===== src/rtl/imem_loader.sv =====
// imem_loader: assembles a length-prefixed little-endian byte stream into instruction memory writes,
// holding the core in reset until the whole image has been written.
module imem_loader #(
  parameter int                ADDR_W      = 32,
  parameter int                DEPTH_WORDS = 256,
  parameter logic [ADDR_W-1:0] BASE_ADDR   = '0
) (
  input  logic              clk,
  input  logic              rst_n,
  input  logic              in_valid,
  input  logic [7:0]        in_data,
  output logic              in_ready,
  output logic              imem_we,
  output logic [ADDR_W-1:0] imem_addr,
  output logic [31:0]       imem_wdata,
  output logic              core_rst_n,
  output logic              done,
  output logic              error,
  output logic [15:0]       words_loaded
);
  typedef enum logic [2:0] {S_IDLE, S_LEN, S_DATA, S_WRITE, S_DONE, S_ERR} state_t;
  state_t            state_q, state_d;
  logic [1:0]        byte_idx_q, byte_idx_d;
  logic [23:0]       buf_q, buf_d;
  logic [15:0]       n_q, n_d, word_idx_q, word_idx_d, words_q, words_d;
  logic [ADDR_W-1:0] addr_q, addr_d;
  logic [31:0]       wdata_q, wdata_d, word;
  logic              ready_q, ready_d, we_q, we_d, crst_q, crst_d, done_q, done_d, err_q, err_d;
  logic              acc, last;
  always_comb begin
    acc        = in_valid && ready_q;
    last       = acc && byte_idx_q == 2'd3;
    word       = {in_data, buf_q};
    state_d    = state_q;
    byte_idx_d = acc ? byte_idx_q + 2'd1 : byte_idx_q;
    // shift register: after three accepted bytes buf_q holds {b2, b1, b0}
    buf_d      = acc ? {in_data, buf_q[23:8]} : buf_q;
    n_d        = n_q;
    word_idx_d = word_idx_q;
    words_d    = words_q;
    addr_d     = addr_q;
    wdata_d    = wdata_q;
    case (state_q)
      S_IDLE: state_d = S_LEN;
      S_LEN: if (last) begin
        state_d = word == 32'd0 ? S_DONE : word > 32'(DEPTH_WORDS) ? S_ERR : S_DATA;
        n_d     = word[15:0];
      end
      S_DATA: if (last) begin
        state_d = S_WRITE;
        addr_d  = BASE_ADDR + (ADDR_W'(word_idx_q) << 2);
        wdata_d = word;
      end
      S_WRITE: begin
        state_d    = word_idx_q + 16'd1 == n_q ? S_DONE : S_DATA;
        word_idx_d = word_idx_q + 16'd1;
        words_d    = words_q + 16'd1;
      end
      default: ;
    endcase
    ready_d = state_d == S_LEN || state_d == S_DATA;
    we_d    = state_d == S_WRITE;
    crst_d  = state_d == S_DONE;
    done_d  = state_d == S_DONE;
    err_d   = state_d == S_ERR;
  end
  always_ff @(posedge clk or negedge rst_n) begin
    if (!rst_n) begin
      state_q    <= S_IDLE;
      byte_idx_q <= '0;
      buf_q      <= '0;
      n_q        <= '0;
      word_idx_q <= '0;
      words_q    <= '0;
      addr_q     <= BASE_ADDR;
      wdata_q    <= '0;
      ready_q    <= 1'b0;
      we_q       <= 1'b0;
      crst_q     <= 1'b0;
      done_q     <= 1'b0;
      err_q      <= 1'b0;
    end else begin
      state_q    <= state_d;
      byte_idx_q <= byte_idx_d;
      buf_q      <= buf_d;
      n_q        <= n_d;
      word_idx_q <= word_idx_d;
      words_q    <= words_d;
      addr_q     <= addr_d;
      wdata_q    <= wdata_d;
      ready_q    <= ready_d;
      we_q       <= we_d;
      crst_q     <= crst_d;
      done_q     <= done_d;
      err_q      <= err_d;
    end
  end
  assign in_ready     = ready_q;
  assign imem_we      = we_q;
  assign imem_addr    = addr_q;
  assign imem_wdata   = wdata_q;
  assign core_rst_n   = crst_q;
  assign done         = done_q;
  assign error        = err_q;
  assign words_loaded = words_q;
endmodule


===== config.mk =====
export PLATFORM = sky130hd
export DESIGN_NAME = imem_loader
export DESIGN_NICKNAME = d
export VERILOG_FILES = /design/src/rtl/imem_loader.sv
export SDC_FILE = /design/constraint.sdc
export NUM_CORES = 1
export LEC_CHECK = 0
export BUFFER_PORTS_ARGS = -buffer_cell sky130_fd_sc_hd__buf_4
export CORE_UTILIZATION = 51
export DETAILED_ROUTE_END_ITERATION = 12
export PLACE_DENSITY = 0.76
export SYNTH_ARGS = -nofsm -noshare
export SYNTH_HDL_FRONTEND = slang
export SYNTH_SLANG_ARGS = --single-unit

===== constraint.sdc =====
create_clock -name clk -period 2.2 [get_ports clk]
set_clock_uncertainty 0.05 [all_clocks]
set_input_delay 0.11 -clock clk [delete_from_list [all_inputs] [get_ports clk]]
set_output_delay 0.11 -clock clk [all_outputs]
set_load 0.01 [all_outputs]

After elaboration in Yosys (flattened, before gate mapping)

Cells that the tools add are included.

Register bits: 129
Input port bits: 11

Add/sub/neg operators: 3
Magnitude comparators: 1
Equality and inequality tests: 10
Multiplexer cells: 6
Reduce and logical (&&, ||, !) cells: 7

Operator list:

| operator                | number |
|---|---|
| $add A16 B1 Y16 const B | 2 |
| $gt A32 B9 Y1 const B   | 1 |
| $logic_not A32 Y1       | 1 |
| $eq A16 B16 Y1          | 1 |
| $mux W3                 | 5 |
| $eq A3 B2 Y1 const B    | 4 |
| $pmux W3 S4             | 1 |
| $eq A3 B1 Y1 const B    | 2 |
| $eq A3 B3 Y1 const B    | 2 |
| $reduce_and A2 Y1       | 2 |
| $logic_not A3 Y1        | 1 |
| $add A2 B1 Y2 const B   | 1 |
| $eq A2 B2 Y1 const B    | 1 |
| $logic_and A1 B1 Y1     | 2 |
| $logic_or A1 B1 Y1      | 1 |

Logic depth before layout (Yosys ltp)

Depth in word-level cells: 7
Gate-level depth with buffers: 8
Mapped depth without buffers: 7

Worst setup path after synthesis

OpenSTA, ideal clock, no wires.

Path type: flip-flop to flip-flop
From: register word_idx_q[4]
To: register state_q[1]
Setup time: 0.119 ns
Arrival: 1.998 ns
Data required time: 2.031 ns
Path slack: 0.033 ns
Stages on the path, launching flop included: 8
Path buffers: 1
Period minus slack after synthesis: 2.167 ns
Cells stage by stage: dfrtp_1 -> buf_2 -> and3_2 -> nand3_4 -> or4b_1 -> a2111oi_1 -> nand4b_1 -> and2_1

Longest elaborated chain between the ends: 4

RTL lines:

| what                   | line | source |
|---|---|---|
| start, declared        | 25   | `logic [15:0] n_q, n_d, word_idx_q, word_idx_d, words_q, words_d;` |
| start signal, assigned | 87   | `word_idx_q <= word_idx_d;` |
| $add A16 B1 Y16        | 55   | `state_d = word_idx_q + 16'd1 == n_q ? S_DONE : S_DATA;` |
| $eq A16 B16 Y1         | 55   |  |
| $mux W3                | 55   |  |
| $pmux W3 S4            | 43   | `case (state_q)` |
| via state_d[1]         | 22   | `state_t state_q, state_d;` |
| end signal, assigned   | 83   | `state_q <= state_d;` |
| end, declared          | 22   |  |

The timed path passes the listed nets, and every way through them passes these cells.
A chain may end at the register's enable or synchronous reset.

Final worst setup path

From: register word_idx_q[7]
To: register state_q[1]

Same word-level chain as after synthesis.

==> flow_summary.json <==
{
  "antenna_found_initial": 0,
  "die_w_um": 108,
  "total_power_mw": 5.39,
  "yosys_warnings": 0,
  "grtUsageMet3_pct": 6.57,
  "hold_viol": 0,
  "dieArea_um2": 11700,
  "cts-buffers-inserted": 17,
  "htreeDepth": 4,
  "final_common_cell": "dfrtp_1",
  "wl_per_cell_um": 16.4,
  "num_rows": 38,
  "period_needed_ns": 2.07,
  "cts_tree": "built",
  "io_pins": 96,
  "intPower_mw": 4.33,
  "fin_tns_setup_ns": 0,
  "slew_violations": 0,
  "hp-class": "primary input to async pin",
  "gp_congestion": 0.849,
  "syn-instance-count": 446,
  "overflow": 0,
  "finalWirelength_mm": 11.8,
  "die_h_um": 108,
  "vdd_drop_max_mv": 0.620,
  "worstPathMaxFanout": 10,
  "stdcell_count": 718,
  "area_delta_synth_final_pct": 28.9,
  "grt_pass1_vias": 3836,
  "place_inst": 676,
  "dp_hpwl_mm": 8.32,
  "p_clk_share_pct": 54.1,
  "cts_sinks": 129,
  "p_per_area_nw_per_um2": 730,
  "worst_pin_slew_ns": 0.582,
  "layout-drive-gt1-share_pct": 42.4,
  "placeableCoreArea_um2": 10900,
  "fmax_mhz": 484,
  "io_buffers": 79,
  "drt-initial-drc-count": 120,
  "finalNetCount": 579,
  "finalCritPeriodShare_pct": 94.0,
  "synth_cell_types": 45,
  "combPwrFrac_pct": 1.8,
  "synth-seq-cells": 129,
  "drc_errors": 0,
  "synth_edf_count": 0,
  "p_leak_nw": 3.72,
  "synth-seq-area-share_pct": 56.4,
  "end_kind": "flop",
  "netlist_area_um2": 5730,
  "status": "completed",
  "ctsRootBufferMaster": "clkbuf_8",
  "seqPwrFrac_pct": 44.1,
  "synthFlopType": "dfrtp_1",
  "grt_use_met2_pct": 34.8,
  "firstDrtPassIters": 4,
  "path_clk_slew_ns": 0.06,
  "switching_power_mw": 1.06,
  "required_ns": 2.56,
  "start_util_pct": 52.6,
  "syn_area_per_cell_um2": 12.8,
  "ant_nets": 0,
  "grt_usage_pct": 21.9,
  "crit_type": "flop to flop",
  "grt_pass1_wl_mm": 19.2,
  "diodes": 0,
  "clk-insertion-delay-late_ns": 0.52,
  "setup_viol": 0,
  "grt_max_degree": 49,
  "worstPathArrival_ns": 2.42,
  "most-common-layout-cells": "dfrtp_1, buf_4, mux2_2",
  "top_usage_layer": "met2",
  "slew_headroom_pct": 60.7,
  "vias_per_cell": 5.31,
  "cap_violations": 0,
  "use_met1_pct": 29.2,
  "clk_path_buf_depth": 2,
  "cp-start-kind": "flop",
  "vias": 3809,
  "swShare_pct": 19.6,
  "async_flop_share_pct": 100
}
## repair_timing
action | in CTS | in global routing
pin swaps | 2 | 8
gates resized for setup | 0 | 12
buffers inserted | 0 | 1
hold buffers | 9 | 0
endpoints found under the setup margin | 1 | 4
gates cloned | 0 | 0
hold endpoints to repair | 145 | 0
## layout make-up
| cell class | count | area (um2) |
|---|---|---|
| multi-input combinational | 294 | 2390 |
| clock inverter | 9 | 154 |
| fill | 788 | 3510 |
| timing repair buffer | 120 | 948 |
| sequential | 129 | 3230 |
| clock buffer | 23 | 467 |
| tap | 140 | 175 |
| inverter | 3 | 11.3 |
## metrics by stage
step                util, %  instance area (um2)  hold slack [ns]  worst slack (ns)
global placement       60.6                 6600           0.0206            0.0277
detailed placement     60.6                 6600           0.0264          -0.00452
CTS                    67.1                 7310           0.0113           0.00661
floorplan                 -                 5780           -0.236            0.0327
global route           67.8                 7380           0.0496           -0.0285
finish                 67.8                 7380           0.0148             0.133
## worst paths after layout
path | start | to | slack, ns | depth (start not counted)
max in group asynchronous | rst_n | word_idx_q[6] | 1.41 | 3
min in group clk | in_valid | byte_idx_q[0] | 0.11 | 4
worst max register to register | word_idx_q[7] | state_q[1] | 0.13 | 7
worst max-delay path | word_idx_q[7] | state_q[1] | 0.13 | 7
worst min-delay path | rst_n | imem_wdata[12] | 0.01 | 2
worst min register to register | words_loaded[15] | words_loaded[15] | 0.43 | 1
## sequential cells by signal, summed over array words and instances (netlist names)
signal / count
byte_idx_q: 2
imem_we: 1
buf_q: 24
imem_addr: 16
in_ready: 1
words_loaded: 16
state_q: 3
error: 1
word_idx_q: 16
imem_wdata: 32
done: 1
n_q: 16
## cells in the mapped netlist, types with 4 or more instances
cell | n | area share [%]
xnor2_1 | 35 | 5.4
dfrtp_1 | 129 | 56
nand3_1 | 14 | 1.2
xor2_1 | 14 | 2.1
nand2_1 | 31 | 2.0
nor3_1 | 11 | 0.96
clkbuf_1 | 10 | 0.66
buf_4 | 22 | 2.9
mux2_2 | 89 | 18
a21oi_1 | 4 | 0.35
nor2_1 | 11 | 0.72
o21ai_0 | 4 | 0.35
nand4_1 | 7 | 0.76
nor4_1 | 11 | 1.2
## power by group through the flow
stage	sequential (mW)	clock, mW	combinational [mW]
2_1_floorplan	2.42	0	0.0339
3_3_place_gp	2.42	0	0.0851
3_5_place_dp	2.42	0	0.0880
4_1_cts	2.37	2.96	0.100
5_1_grt	2.37	3.06	0.114
6_report	2.37	2.92	0.0974
## kinds of logic after synthesis
family,count (synthesis),share of synthesized area [%]
flops,129,56.4
simple gates,112,10.7
fa+ha+maj,3,0.656
compound gates,24,3.04
xor+xnor,49,7.50
buf+inv,38,4.00
mux,90,17.7
other cells,1,0.0655
## worst max-delay path, stage by stage (launching register included)
cell and delay [ns]:
dfrtp_1 0.39, buf_4 0.18, xor2_1 0.21, nor3b_1 0.22
o22ai_1 0.14, a2111oi_4 0.32, nand4b_1 0.23, and2_1 0.22
## routing by layer
metal	routed length, um	up-vias	part of all wire [%]
met5	0	-	0
met2	5690	109	48
met3	656	11	5.6
met4	77	0	0.65
li1	-	1790	-
met1	5350	1899	45
No activity file was read; power rests on OpenSTA's default activity.
